`config.mk`:
```
export PLATFORM = sky130hd
export DESIGN_NAME = mc_control_fsm
export DESIGN_NICKNAME = d
export VERILOG_FILES = /design/src/rtl/mc_control_fsm.sv
export SDC_FILE = /design/constraint.sdc
export NUM_CORES = 1
export LEC_CHECK = 0
export CAP_MARGIN = 30
export CORE_UTILIZATION = 27
export DETAILED_ROUTE_END_ITERATION = 10
export GPL_TIMING_DRIVEN = 0
export PLACE_DENSITY = 0.78
export SYNTH_ARGS = -nofsm -noshare
export SYNTH_HDL_FRONTEND = slang
export SYNTH_SLANG_ARGS = --single-unit
```
`constraint.sdc`:
```
create_clock -name clk -period 1.2 [get_ports clk]
set_input_delay 0.3 -clock clk [delete_from_list [all_inputs] [get_ports clk]]
set_output_delay 0.3 -clock clk [all_outputs]
set_load 0.01 [all_outputs]
```
`src/rtl/mc_control_fsm.sv`:
```
// -----------------------------------------------------------------------------
// mc_control_fsm
//   Main sequencing controller for the multicycle RV32I core. Walks every
//   instruction through FETCH / DECODE / execute / memory / writeback over
//   several clocks and drives the datapath mux selects and write enables.
//   Memory accesses go through a unified ready/valid port and stall the FSM
//   until mem_ready. An unsupported opcode parks the core in a sticky HALT.
//
// Parameters
//   RESET_WAIT  : idle cycles spent in RESET after rst_n deasserts, counted
//                 after the first clock edge out of reset (0..15).
//
// Optional build macro
//   PERF_CNT_EN : adds cycle_cnt / instret_cnt performance counters.
//
// Ports
//   clk        in   core clock
//   rst_n      in   asynchronous active-low reset
//   instr      in   instruction register contents (valid from DECODE on)
//   zero       in   ALU zero flag
//   mem_ready  in   memory completes the current access this cycle
//   mem_req    out  memory access request
//   memwrite   out  store strobe, qualified by mem_req
//   adrsrc     out  memory address select (0 = PC, 1 = ALU result register)
//   irwrite    out  latch instruction register and oldPC
//   pc_en      out  PC register write enable
//   regwrite   out  register-file write enable
//   resultsrc  out  result mux (00 ALU out reg, 01 read data, 10 ALU result)
//   alusrca    out  ALU A select (00 PC, 01 oldPC, 10 rs1, 11 zero)
//   alusrcb    out  ALU B select (00 rs2, 01 immediate, 10 constant 4)
//   aluop      out  ALU decoder mode (00 add, 01 sub, 10 funct3/funct7)
//   immsrc     out  immediate type, combinational from instr[6:0]
//   halted     out  sticky illegal-opcode indication
//   cycle_cnt  out  (PERF_CNT_EN) clocks spent outside RESET/HALT
//   instret_cnt out (PERF_CNT_EN) retired instructions
// -----------------------------------------------------------------------------
module mc_control_fsm #(
    parameter int unsigned RESET_WAIT = 0
) (
    input  logic        clk,
    input  logic        rst_n,
    input  logic [31:0] instr,
    input  logic        zero,
    input  logic        mem_ready,
    output logic        mem_req,
    output logic        memwrite,
    output logic        adrsrc,
    output logic        irwrite,
    output logic        pc_en,
    output logic        regwrite,
    output logic [1:0]  resultsrc,
    output logic [1:0]  alusrca,
    output logic [1:0]  alusrcb,
    output logic [1:0]  aluop,
    output logic [2:0]  immsrc,
    output logic        halted
`ifdef PERF_CNT_EN
    ,
    output logic [31:0] cycle_cnt,
    output logic [31:0] instret_cnt
`endif
);

    localparam logic [3:0] WAIT_CYCLES = 4'(RESET_WAIT);

    localparam logic [6:0] OP_LOAD  = 7'b0000011;
    localparam logic [6:0] OP_STORE = 7'b0100011;
    localparam logic [6:0] OP_R     = 7'b0110011;
    localparam logic [6:0] OP_I     = 7'b0010011;
    localparam logic [6:0] OP_BR    = 7'b1100011;
    localparam logic [6:0] OP_JAL   = 7'b1101111;
    localparam logic [6:0] OP_LUI   = 7'b0110111;

    typedef enum logic [3:0] {
        S_RESET,
        S_FETCH,
        S_DECODE,
        S_MEMADR,
        S_MEMREAD,
        S_MEMWB,
        S_MEMWRITE,
        S_EXECR,
        S_EXECI,
        S_ALUWB,
        S_BEQ,
        S_JAL,
        S_LUI,
        S_HALT
    } state_e;

    state_e      state_q, state_d;
    logic [3:0]  wait_q, wait_d;
    logic [6:0]  opcode;
    logic        instr_unused;

    assign opcode = instr[6:0];
    // Only the opcode field steers control; the rest belongs to the datapath.
    assign instr_unused = ^instr[31:7];

    // -------------------------------------------------------------------------
    // State and reset-wait registers
    // -------------------------------------------------------------------------
    always_ff @(posedge clk or negedge rst_n) begin
        if (!rst_n) begin
            state_q <= S_RESET;
            wait_q  <= 4'd0;
        end else begin
            state_q <= state_d;
            wait_q  <= wait_d;
        end
    end

    // -------------------------------------------------------------------------
    // Next state and Moore-style outputs. Only irwrite/pc_en in FETCH and
    // pc_en in BEQ depend on inputs; everything else follows the state, so an
    // asynchronous reset drops every request/enable immediately.
    // -------------------------------------------------------------------------
    always_comb begin
        state_d   = state_q;
        wait_d    = wait_q;
        mem_req   = 1'b0;
        memwrite  = 1'b0;
        adrsrc    = 1'b0;
        irwrite   = 1'b0;
        pc_en     = 1'b0;
        regwrite  = 1'b0;
        resultsrc = 2'b00;
        alusrca   = 2'b00;
        alusrcb   = 2'b00;
        aluop     = 2'b00;
        halted    = 1'b0;

        unique case (state_q)
            S_RESET: begin
                if (wait_q >= WAIT_CYCLES) begin
                    state_d = S_FETCH;
                end else begin
                    wait_d = wait_q + 4'd1;
                end
            end
            S_FETCH: begin
                // PC <= PC + 4 through the ALU while memory returns the word
                mem_req   = 1'b1;
                alusrcb   = 2'b10;
                resultsrc = 2'b10;
                irwrite   = mem_ready;
                pc_en     = mem_ready;
                if (mem_ready) begin
                    state_d = S_DECODE;
                end
            end
            S_DECODE: begin
                // oldPC + imm is precomputed for BEQ
                alusrca = 2'b01;
                alusrcb = 2'b01;
                unique case (opcode)
                    OP_LOAD, OP_STORE: state_d = S_MEMADR;
                    OP_R:              state_d = S_EXECR;
                    OP_I:              state_d = S_EXECI;
                    OP_BR:             state_d = S_BEQ;
                    OP_JAL:            state_d = S_JAL;
                    OP_LUI:            state_d = S_LUI;
                    default:           state_d = S_HALT;
                endcase
            end
            S_MEMADR: begin
                alusrca = 2'b10;
                alusrcb = 2'b01;
                // Only load/store reach here; bit 5 separates them.
                state_d = opcode[5] ? S_MEMWRITE : S_MEMREAD;
            end
            S_MEMREAD: begin
                mem_req = 1'b1;
                adrsrc  = 1'b1;
                if (mem_ready) begin
                    state_d = S_MEMWB;
                end
            end
            S_MEMWB: begin
                resultsrc = 2'b01;
                regwrite  = 1'b1;
                state_d   = S_FETCH;
            end
            S_MEMWRITE: begin
                mem_req  = 1'b1;
                adrsrc   = 1'b1;
                memwrite = 1'b1;
                if (mem_ready) begin
                    state_d = S_FETCH;
                end
            end
            S_EXECR: begin
                alusrca = 2'b10;
                aluop   = 2'b10;
                state_d = S_ALUWB;
            end
            S_EXECI: begin
                alusrca = 2'b10;
                alusrcb = 2'b01;
                aluop   = 2'b10;
                state_d = S_ALUWB;
            end
            S_ALUWB: begin
                regwrite = 1'b1;
                state_d  = S_FETCH;
            end
            S_BEQ: begin
                // ALU subtracts for the compare; ALU out reg holds the target
                alusrca = 2'b10;
                aluop   = 2'b01;
                pc_en   = zero;
                state_d = S_FETCH;
            end
            S_JAL: begin
                // Target comes from ALU out reg while the ALU forms oldPC + 4
                // for the link write in ALUWB.
                alusrca = 2'b01;
                alusrcb = 2'b10;
                pc_en   = 1'b1;
                state_d = S_ALUWB;
            end
            S_LUI: begin
                alusrca = 2'b11;
                alusrcb = 2'b01;
                state_d = S_ALUWB;
            end
            S_HALT: begin
                halted = 1'b1;
            end
            default: begin
                state_d = S_HALT;
            end
        endcase
    end

    // -------------------------------------------------------------------------
    // Immediate type decode, independent of state
    // -------------------------------------------------------------------------
    always_comb begin
        immsrc = 3'b000;
        unique case (opcode)
            OP_STORE: immsrc = 3'b001;
            OP_BR:    immsrc = 3'b010;
            OP_JAL:   immsrc = 3'b011;
            OP_LUI:   immsrc = 3'b100;
            default:  immsrc = 3'b000;
        endcase
    end

`ifdef PERF_CNT_EN
    // -------------------------------------------------------------------------
    // Performance counters
    // -------------------------------------------------------------------------
    logic [31:0] cycle_cnt_q, cycle_cnt_d;
    logic [31:0] instret_cnt_q, instret_cnt_d;
    logic        retire;

    // An instruction retires on the edge that takes its last state to FETCH.
    assign retire = (state_d == S_FETCH) &&
                    ((state_q == S_MEMWB) || (state_q == S_MEMWRITE) ||
                     (state_q == S_ALUWB) || (state_q == S_BEQ));

    always_comb begin
        cycle_cnt_d   = cycle_cnt_q;
        instret_cnt_d = instret_cnt_q;
        if ((state_q != S_RESET) && (state_q != S_HALT)) begin
            cycle_cnt_d = cycle_cnt_q + 32'd1;
        end
        if (retire) begin
            instret_cnt_d = instret_cnt_q + 32'd1;
        end
    end

    always_ff @(posedge clk or negedge rst_n) begin
        if (!rst_n) begin
            cycle_cnt_q   <= 32'd0;
            instret_cnt_q <= 32'd0;
        end else begin
            cycle_cnt_q   <= cycle_cnt_d;
            instret_cnt_q <= instret_cnt_d;
        end
    end

    assign cycle_cnt   = cycle_cnt_q;
    assign instret_cnt = instret_cnt_q;
`endif

endmodule

```
==> metrics.md <==
| Metric | Value |
|---|---|
| Slew at the pin closest to its max-slew limit | 0.412 ns |
| TritonRoute pass-1 iters | 4 |
| Count leader, synth | nor2_1 |
| Tightest Hold Check Type | input port to asynchronous set/reset pin |
| Top Registers | state_q x4 |
| Vias in the first global route | 854 |
| Buf/Inv on CP | 2 |
| Tmin final | 1.70 ns |
| Failing checks | setup timing |
| Final WL | 2510 um |
| Post-Synthesis Cell Area | 586 um2 |
| Fmax | 0.589 GHz |
| Max-Cap Viols | 0 |
| Max incr delay on CP | 0.43 ns |
| RSZ-0062 raised after global routing | yes |
| DRT antenna net count | 0 |
| Synth area leaders | dfrtp_1 (17%), nor2_1 (12%), nand2b_1 (7.5%), nand2_1 (5.1%), a21oi_1 (3.4%) |
| Hold_ws | 0.264 ns |
| Synthesized area per cell | 6.58 um2 |
| CTS root buffer | clkbuf_4 |
| Area leader, netlist | dfrtp_1 |
| CTS Sinks | 4 |
| CTS Buf Count | 3 |
| Core region area | 0.00200 mm2 |
| Post-synth top area share | 17.1% |
| Via count | 888 |
| H-tree Lvls | 1 |
| Vias per inst | 5.22 |
| Starting Density | 29.3% |
| CTS tree | yes |
| Tot Pwr | 2.70 mW |
| IR drop worst, VDD | 869 uV |
| Final setup fails | 21 |
| Final Slew Violations | 0 |
| Final Hold Fails | 0 |
| Power Density | 2140 mW/mm2 |
| Type of origin of the critical path | flip-flop |
| Synth Flop Type | dfrtp_1 |
| Global-route wire length before repair | 3830 um |
| DR DRC count | 0 |
| Yosys warning total | 0 |
| Full die area | 0.00236 mm2 |
| Fill cell count | 178 |
| Finished Core Util | 63.1% |
| Seq/Total Area, Yosys | 17.1% |
| Setup ws final | -0.498 ns |
| Top reg by flops | state_q |
| Grt ovf | 0 |
| Critical path capture point type | output port |
| Iter 0 DRT Violations | 13 |
| Chip height | 48.6 um |
| Cell family with the largest share of critical-path delay | flip-flops |
| Clk_skew | 0.000579 ns |
| CP Data Required Time | 0.90 ns |
| Num ports | 54 |
| Hpwl dp | 1350 um |
| Site Rows | 16 |
| Routed WL per cell | 14.7 um |
| Clock transition at the registers of the reported paths | 0.04 ns |
| Ant diodes | 0 |
| Synthesized flop and latch total | 4 |
| Crit path max fanout | 8 |
| Area grow syn2layout | 116% |
| Mapped Nets | 125 |
| Crit path kind | flip-flop to output port |
| Initial antenna violation count | 0 |
| CTS Hold Buffers Added | 0 |
| Post-Place Setup Slack | -0.943 ns |
| Post-synth EDFFs | 0 |
| Most frequent cells after synthesis | nor2_1 (18), nand2_1 (8), nand2b_1 (7) |
| Slew margin rel. | 72.5% |
| Max reg flops | 4 |
| Largest net degree at the start of global routing | 11 |
| Final net count | 181 |
| RePlAce Congestion | 0.865 |
| Tcrit/Tclk final | 142% |
| Share of post-route cells with drive strength above 1 | 63.6% |
| Overall routing resource usage | 20.6% |
| Unique cell type count in the Yosys netlist | 36 |
| Crit path max-delay cell type | dfrtp_2 |
| Status | finished, violations left |
| Die Wd | 48.6 um |
| CTS Buffer Depth | 2 |
| Worst EP arrival | 1.40 ns |
| Leak | 0.575 nW |
| Clk Latency, worst-skew pair | 0.23 ns |
| Cells after Synth | 89 |
| Port Buffer Count | 27 |
| Fraction of registers with async set/reset | 100% |
| Cell-by-cell trace of the critical path | buf_6 -> or2_4 -> o22ai_4 -> buf_2 |
==> where the power goes <==
group          switching (mW)  internal (mW)
Sequential              0.103          0.201
Clock                  0.0511          0.112
Combinational            1.06           1.18
==> per-stage QoR <==
step	cells	setup TNS (ns)	instance area (um2)
after detailed placement	143	-14.24	932
after global routing	170	-6.98	1260
final	170	-5.96	1260
after global placement	143	-13.96	932
after CTS	162	-5.89	1110
after floorplan	89	-0.378	628
==> logic make-up after synthesis <==
kind of cell | after synthesis | synth area share [%]
adder cells (fa/ha/maj) | 1 | 1.92
AND/OR/NAND/NOR | 51 | 44.9
AO/OA/AOI/OAI | 24 | 27.8
flip-flops | 4 | 17.1
buffers and inverters | 7 | 5.34
XOR/XNOR | 2 | 2.99
==> final timing paths <==
check | from | to | slack, ns | cells past startpoint
min in group clk | instr[2] | state_q[3]$_DFFE_PN0P_ | 0.44 | 3
setup reg to reg | state_q[0]$_DFFE_PN0P_ | state_q[0]$_DFFE_PN0P_ | -0.38 | 6
setup / recovery | state_q[0]$_DFFE_PN0P_ | aluop[1] | -0.50 | 4
hold reg to reg | state_q[3]$_DFFE_PN0P_ | state_q[3]$_DFFE_PN0P_ | 0.76 | 2
hold / removal | rst_n | state_q[1]$_DFFE_PN0P_ | 0.26 | 1
max in group asynchronous | rst_n | state_q[3]$_DFFE_PN0P_ | 0.76 | 1
==> timing repair <==
item / CTS / global route
buffers inserted: 16 / 8
pin swaps: 12 / 15
resized for setup: 124 / 31
endpoints found under the setup margin: 22 / 22
hold endpoints to repair: 0 / 0
cloned: 0 / 0
==> metal layers <==
layer | routed length, um | global-route usage, %
met4 | 49 | 9.31
met5 | 0 | 0
met3 | 101 | 1.57
met2 | 1320 | 40.1
met1 | 1030 | 22.2
==> area by class of cell <==
cell class	instances	area [um2]	area share, %
multi-input combinational	78	634	50.2
timing repair buffer	51	402	31.8
sequential	4	104	8.22
buffer	5	60.1	4.75
tap	27	33.8	2.67
clock buffer	3	22.5	1.78
inverter	2	7.51	0.594
==> cells in the final DEF (no fill, tap or decap), drive strengths merged, types with 3 or more instances in the layout <==
cell type,synthesis,routed
nand2,8,8
buf,5,51
dfrtp,4,4
nand2b,7,7
o22ai,3,3
nor3,4,4
a21oi,4,4
o21ai,5,5
nor2,18,18
clkbuf,0,3
Power figures use the tool's default switching activity.
